`src/rtl/trb_in_demux.sv`:
```
// Input-side turbo frame distributor: dispatches whole fixed-length frames round-robin
// to decoder lanes and flags sop/eop framing violations. Optional per-lane frame
// counters are enabled by defining TRB_IN_DEMUX_CNT_EN.
module trb_in_demux #(
    parameter int NUM_TURBO = 8,
    parameter int FRAME_LEN = 128,
    parameter int CNT_W     = 11
) (
    input  logic                   clk,
    input  logic                   rst,
    input  logic [7:0]             st_data_in,
    input  logic                   st_valid_in,
    input  logic                   st_sop_in,
    input  logic                   st_eop_in,
    output logic                   st_ready_out,
    output logic [NUM_TURBO*8-1:0] st_data_out,
    output logic [NUM_TURBO-1:0]   st_valid_out,
    output logic [NUM_TURBO-1:0]   st_sop_out,
    output logic [NUM_TURBO-1:0]   st_eop_out,
    input  logic [NUM_TURBO-1:0]   st_ready_in,
    output logic                   err_len,
    output logic                   err_sop
`ifdef TRB_IN_DEMUX_CNT_EN
    ,
    output logic [NUM_TURBO*16-1:0] frame_cnt
`endif
);

    localparam int PTR_W = (NUM_TURBO > 1) ? $clog2(NUM_TURBO) : 1;
    localparam logic [PTR_W-1:0] LAST_LANE = PTR_W'(NUM_TURBO - 1);
    localparam logic [CNT_W-1:0] LAST_BEAT = CNT_W'(FRAME_LEN - 1);

    typedef enum logic [0:0] {
        S_HUNT = 1'b0,
        S_PASS = 1'b1
    } state_e;

    state_e           state_q, state_d;
    logic [PTR_W-1:0] ptr_q, ptr_d;
    logic [PTR_W-1:0] sel_q, sel_d;
    logic [CNT_W-1:0] cnt_q, cnt_d;
    logic             err_len_q, err_len_d;
    logic             err_sop_q, err_sop_d;

    logic pass_s, ready_s, accept_s, first_s, last_s, drop_s, fire_s, end_s;

    function automatic logic [PTR_W-1:0] next_lane(input logic [PTR_W-1:0] lane);
        logic [PTR_W-1:0] nxt;
        if (lane == LAST_LANE) begin
            nxt = {PTR_W{1'b0}};
        end else begin
            nxt = lane + PTR_W'(1'b1);
        end
        return nxt;
    endfunction

    // Beat qualification: a beat at count 0 without sop is swallowed rather than forwarded.
    always_comb begin
        pass_s   = (state_q == S_PASS);
        ready_s  = pass_s & st_ready_in[sel_q];
        accept_s = st_valid_in & ready_s;
        first_s  = (cnt_q == {CNT_W{1'b0}});
        last_s   = (cnt_q == LAST_BEAT);
        drop_s   = first_s & ~st_sop_in;
        fire_s   = accept_s & ~drop_s;
        end_s    = fire_s & (last_s | st_eop_in);
    end

    // Next-state logic: HUNT probes one lane per cycle, PASS holds the lane until frame end.
    always_comb begin
        state_d = state_q;
        ptr_d   = ptr_q;
        sel_d   = sel_q;
        cnt_d   = cnt_q;
        case (state_q)
            S_HUNT: begin
                if (st_ready_in[ptr_q]) begin
                    sel_d   = ptr_q;
                    cnt_d   = {CNT_W{1'b0}};
                    state_d = S_PASS;
                end else begin
                    ptr_d = next_lane(ptr_q);
                end
            end
            S_PASS: begin
                if (end_s) begin
                    ptr_d   = next_lane(sel_q);
                    cnt_d   = {CNT_W{1'b0}};
                    state_d = S_HUNT;
                end else if (fire_s) begin
                    cnt_d = cnt_q + CNT_W'(1'b1);
                end else begin
                    cnt_d = cnt_q;
                end
            end
            default: begin
                state_d = S_HUNT;
                ptr_d   = {PTR_W{1'b0}};
                sel_d   = {PTR_W{1'b0}};
                cnt_d   = {CNT_W{1'b0}};
            end
        endcase
    end

    // Framing checks; both flags are registered so they pulse the cycle after the beat.
    always_comb begin
        err_sop_d = accept_s & (first_s ^ st_sop_in);
        err_len_d = fire_s & (last_s ^ st_eop_in);
    end

    // State and error-pulse registers.
    always_ff @(posedge clk) begin
        if (rst) begin
            state_q   <= S_HUNT;
            ptr_q     <= {PTR_W{1'b0}};
            sel_q     <= {PTR_W{1'b0}};
            cnt_q     <= {CNT_W{1'b0}};
            err_len_q <= 1'b0;
            err_sop_q <= 1'b0;
        end else begin
            state_q   <= state_d;
            ptr_q     <= ptr_d;
            sel_q     <= sel_d;
            cnt_q     <= cnt_d;
            err_len_q <= err_len_d;
            err_sop_q <= err_sop_d;
        end
    end

    // Zero-latency lane fan-out: only the selected lane sees data while in PASS.
    always_comb begin
        st_data_out  = {(NUM_TURBO*8){1'b0}};
        st_valid_out = {NUM_TURBO{1'b0}};
        st_sop_out   = {NUM_TURBO{1'b0}};
        st_eop_out   = {NUM_TURBO{1'b0}};
        for (int i = 0; i < NUM_TURBO; i++) begin
            if (pass_s && (sel_q == PTR_W'(i))) begin
                st_data_out[8*i +: 8] = st_data_in;
                st_valid_out[i]       = fire_s;
                st_sop_out[i]         = fire_s & first_s;
                st_eop_out[i]         = end_s;
            end else begin
                st_data_out[8*i +: 8] = 8'd0;
                st_valid_out[i]       = 1'b0;
                st_sop_out[i]         = 1'b0;
                st_eop_out[i]         = 1'b0;
            end
        end
    end

    assign st_ready_out = ready_s;
    assign err_len      = err_len_q;
    assign err_sop      = err_sop_q;

`ifdef TRB_IN_DEMUX_CNT_EN
    logic [15:0] fcnt_q [NUM_TURBO];

    // Per-lane completed-frame counters, early-eop frames included; wrap naturally.
    always_ff @(posedge clk) begin
        if (rst) begin
            for (int i = 0; i < NUM_TURBO; i++) begin
                fcnt_q[i] <= 16'd0;
            end
        end else begin
            for (int i = 0; i < NUM_TURBO; i++) begin
                if (end_s && (sel_q == PTR_W'(i))) begin
                    fcnt_q[i] <= fcnt_q[i] + 16'd1;
                end else begin
                    fcnt_q[i] <= fcnt_q[i];
                end
            end
        end
    end

    // Flatten counters onto the output bus.
    always_comb begin
        frame_cnt = {(NUM_TURBO*16){1'b0}};
        for (int i = 0; i < NUM_TURBO; i++) begin
            frame_cnt[16*i +: 16] = fcnt_q[i];
        end
    end
`endif

endmodule

```
`config.mk`:
```
export PLATFORM = sky130hd
export DESIGN_NAME = trb_in_demux
export DESIGN_NICKNAME = d
export VERILOG_FILES = /design/src/rtl/trb_in_demux.sv
export SDC_FILE = /design/constraint.sdc
export NUM_CORES = 1
export LEC_CHECK = 0
export CAP_MARGIN = 20
export CORE_ASPECT_RATIO = 1.4
export CORE_MARGIN = 2
export CORE_UTILIZATION = 40
export DETAILED_ROUTE_END_ITERATION = 8
export PLACE_DENSITY = 0.95
export SLEW_MARGIN = 30
export SYNTH_ARGS = -nofsm -noshare
export SYNTH_HDL_FRONTEND = slang
export SYNTH_SLANG_ARGS = --single-unit
```
`constraint.sdc`:
```
create_clock -name clk -period 4.73 [get_ports clk]
set_input_delay 0.946 -clock clk [delete_from_list [all_inputs] [get_ports clk]]
set_output_delay 0.946 -clock clk [all_outputs]
set_load 0.01 [all_outputs]
```
* After elaboration in Yosys (flattened, before gate mapping)
Cells that the tools add are included.
Word-level totals: logic and storage cells 99, latch bits 0, bits in registers 20, memories kept 0, memory bits (read-only) 0, bits of input ports 21, RAM bits 0
Operators by class: muxes and demuxes 48, bitwise logic cells 14, reductions and logical operators 13, $mul 0, div/mod/pow operators 0, order comparisons 2, shift-type cells 0, add/subtract/negate cells 3, equality and inequality tests 13
Operators with widths (number):
- 2-to-1 mux 8 bit | 8
- 2-to-1 mux 11 bit | 3
- 2-to-1 mux 1 bit | 28
- case mux 11 bit (2 select lines) | 1
- equality test 3 bit (second input constant) | 5
- 2-to-1 mux 3 bit | 4
- adder 11 x 1 -> 11 bit (second input constant) | 1
- equality test 11 x 7 -> 1 bit (second input constant) | 1
- zero test 11 bit | 1
- bitwise AND 1 bit | 8
- logical AND 1 bit | 8
- < comparator 3 x 4 -> 1 bit (second input constant) | 2
- adder 3 x 1 -> 3 bit (second input constant) | 2
- binary-select mux 1 bit (select 3 bit) | 2
- equality test 3 x 2 -> 1 bit (second input constant) | 2
- case mux 3 bit (2 select lines) | 1
- AND reduction 2 bit | 3
- != test 2 bit (second input constant) | 2
- equality test 3 x 1 -> 1 bit (second input constant) | 1
- zero test 3 bit | 1
- != test 3 x 1 -> 1 bit (second input constant) | 1
- inverter 1 bit | 3
- != test 2 x 1 -> 1 bit (second input constant) | 1
- case mux 1 bit (2 select lines) | 1
- other kinds (2) | 3

* Depth between registers and ports, before layout
depth in word-level cells 8, mapped depth 10

* Least setup slack after synthesis
OpenSTA, ideal clock, no wires.
path kind input to output, start input port st_ready_in[2], end output port st_eop_out[5], path slack 1.416 ns, buffers on the path 1, stages 5, arrival time 2.368 ns, path through mux2_1 > mux4_2 > nand3_1 > buf_2 > nor3_1
Between the ends: cells in the longest elaborated chain, start to end 7
RTL lines:
- from (decl) | line 20 | input logic [NUM_TURBO-1:0] st_ready_in,
- binary-select mux 1 bit (select 3 bit) | line 60 | ready_s = pass_s & st_ready_in[sel_q];
- 2-to-1 mux 1 bit (not written as such) | line 60
- bitwise AND 1 bit | line 60
- bitwise AND 1 bit | line 61 | accept_s = st_valid_in & ready_s;
- bitwise AND 1 bit | line 65 | fire_s = accept_s & ~drop_s;
- bitwise AND 1 bit | line 66 | end_s = fire_s & (last_s | st_eop_in);
- 2-to-1 mux 1 bit | line 137 | if (pass_s && (sel_q == PTR_W'(i))) begin
- to (decl) | line 19 | output logic [NUM_TURBO-1:0] st_eop_out,
No other way between the ends. The select of a mux whose other input is x is not followed.

* Final worst setup path
start input port st_ready_in[2], end output port st_sop_out[0]
Between the ends: cells in the longest elaborated chain, start to end 7
RTL lines:
- binary-select mux 1 bit (select 3 bit) | line 60
- 2-to-1 mux 1 bit (not written as such) | line 60
- bitwise AND 1 bit | line 60
- bitwise AND 1 bit | line 61
- bitwise AND 1 bit | line 65
- bitwise AND 1 bit | line 140 | st_sop_out[i] = fire_s & first_s;
- 2-to-1 mux 1 bit | line 137
- to (decl) | line 18 | output logic [NUM_TURBO-1:0] st_sop_out,
No other way between the ends. The select of a mux whose other input is x is not followed.

==> run summary <==
LEAKAGE - 1.27 nW
hpwl dp - 5280 µm
status - finished, final reports clean
largest net degree at the start of global routing - 37
Post CTS Setup Buffer Count - 0
DIE HEIGHT - 86.3 µm
cts repair resizes - 0
Top Ports - 112
peak supply drop - 0.199 mV
CTS tree - done
DRT Wirelength - 6820 µm
Critical Path Fanout Max - 13
worst-case clock buffer depth - 2
average cell area after synthesis - 7.36 µm²
reg2reg end - cnt_q[0]$_SDFFE_PP0P_
path depth of the worst reg2reg path - 10
Async S/R FF share, synth - 0
H-tree depth - 1
total negative slack - 0 ns
GRT overflow - 0
Clock Pin Slew Worst Setup and Hold Paths - 0.08 ns
Area Overhead vs Synth - 61.0%
most frequent cells in the layout - clkdlybuf4s50_1 (111), and3_1 (47), and2_1 (25)
Total Die Area - 5420 µm²
worst reg-to-reg setup slack - 1.84 ns
vias per cell - 5.57
Nets - 398
Post-Syn Area - 1940 µm²
Power Total - 0.775 mW
Final WS setup - 0.450 ns
final worst path period share - 0.905
r2r startpoint - cnt_q[0]$_SDFFE_PP0P_
net count after synthesis - 296
Hold Path Stages - 2
DP Worst Slack - 0.459 ns
post-synthesis register bit count - 20
Residual DRC - 0
Tmin final - 4.28 ns
TritonCTS buffer count - 3
post-route cell area - 3120 µm²
fmax - 234 MHz
Final GP Congestion - 0.887
Site Rows - 30
count of input and output buffers - 111
TritonCTS Sinks - 20
Max-slew headroom - 0.439
RSZ-0062 raised after global routing - false
worst setup path class - input pin to primary output
Final Max Tran Viols - 0
Cell Count, Final, Fillers Out - 428
CP endpoint kind - primary output
first-pass GRT wire length - 10700 µm
Detailed Route Iter0 Violations - 135
placed insts - 424
endpoints failing setup - 0
Max-Cap Viols - 0
area of placed instances - 3060 µm²
post-synth cell types - 38
Arr. time, crit path - 3.33 ns
Initial DRT Pass Iterations - 4
Yosys warning count - 0
hold_sp - cnt_q[6]$_SDFFE_PP0P_
Ant. Diodes - 0
Post-synth EDFFs - 0
worst skew pair latency - 0.26 ns
sequential area share after synthesis - 0.207
Routed Antenna Nets - 0
Worst Hold End - cnt_q[6]$_SDFFE_PP0P_
Startpoint Class - input pin
vias - 2386
fraction of layout cells with a size suffix above 1 - 0.0467
Hold Fails Final Rpt - 0
Primary FF master, synth - dfxtp_1
Initial Util - 0.406
Total GRT Usage - 0.242
Die Width - 62.8 µm
Pwr Density - 249 nW/µm²
most common cell after layout, fill and taps aside - clkdlybuf4s50_1
hold_buf cts - 0
Hold WC Path Type - flop to flop
Core ar. - 4770 µm²
Root Buffer - clkbuf_8
Slew @ Worst Pin - 0.840 ns
final setup skew - 0.00157 ns
Gate Count Post-Synth - 263
drt wl/cell - 15.9 µm
critical path data required time - 3.78 ns
initial antenna violation count - 0
vias in the first global route - 2284
## cells in the mapped netlist (all sizes together), types with 2 or more instances
cell | n | area, µm²
a21oi | 16 | 80.1
nand4 | 6 | 37.5
inv | 14 | 52.6
nor2 | 16 | 60.1
nand3 | 8 | 40.0
ha | 12 | 150
or3 | 8 | 50.1
mux2i | 4 | 40.0
a31oi | 2 | 12.5
or4 | 3 | 22.5
mux2 | 4 | 45.0
o21ai | 9 | 45.0
nor4 | 2 | 12.5
and2 | 26 | 165
nor3 | 13 | 65.1
nand2 | 15 | 56.3
nor3b | 2 | 15.0
buf | 4 | 38.8
nor2b | 4 | 25.0
a32oi | 2 | 36.3
o31ai | 3 | 22.5
dfxtp | 20 | 400
and3 | 47 | 294
clkbuf | 13 | 48.8
mux4 | 2 | 45.0
## worst max-delay path by stage
stage	slack, ns	startpoint	cells past startpoint	endpoint
5_1_grt	0.19	cnt_q[0]$_SDFFE_PP0P_	10	st_sop_out[1]
6_report	0.45	st_ready_in[2]	7	st_sop_out[0]
4_1_cts	0.46	st_ready_in[2]	7	st_sop_out[0]
2_1_floorplan	1.42	st_ready_in[2]	5	st_eop_out[5]
3_3_place_gp	0.52	st_ready_in[2]	7	st_eop_out[1]
3_5_place_dp	0.46	st_ready_in[2]	7	st_sop_out[0]
## cells by family (layout without fill, tap and decap cells)
logic type / after synthesis / after routing / synth area share
fa+ha+maj: 12 / 12 / 0.0775
simple gates: 154 / 154 / 0.452
compound gates: 35 / 35 / 0.120
mux: 10 / 10 / 0.0672
flops: 20 / 20 / 0.207
buf+inv: 31 / 132 / 0.0723
xor+xnor: 1 / 1 / 0.00452
## metal layers
| layer | track usage | vias to the layer above | routed length (µm) |
|---|---|---|---|
| li1 | - | 1142 | - |
| met1 | 0.246 | 1109 | 2600 |
| met2 | 0.478 | 126 | 3600 |
| met3 | 0.0364 | 9 | 509 |
| met4 | 0.119 | 0 | 104 |
| met5 | 0 | - | 0 |
## layout make-up
type	count	area [µm²]
Fill cell	401	1650
Multi-Input combinational cell	212	1400
Timing Repair Buffer	114	1130
Sequential cell	20	400
Tap cell	64	80.1
Clock buffer	4	55.1
Inverter	14	52.6
## critical path, stage by stage
cell	delay [ns]
clkdlybuf4s50_1	0.43
mux2_1	0.30
mux4_2	0.57
nand3_1	0.27
buf_4	0.25
nor3_1	0.07
clkdlybuf4s50_1	0.50
## sequential cells by signal, summed over array words and instances (netlist names)
name	count
cnt_q	11
ptr_q	3
sel_q	3
err_len	1
err_sop	1
pass_s	1
## power by group
group | switching, mW | internal (mW)
Clock | 0.0590 | 0.0742
Sequential | 0.0281 | 0.187
Combinational | 0.254 | 0.173
Total | 0.341 | 0.434
## metrics by stage
step           hold WS [ns]  utilization
2_1_floorplan         0.455            -
3_3_place_gp          0.468        0.643
3_5_place_dp          0.503        0.643
4_1_cts               0.515        0.654
5_1_grt               0.543        0.654
6_report              0.514        0.654
No activity file was read; power rests on OpenSTA's default activity.
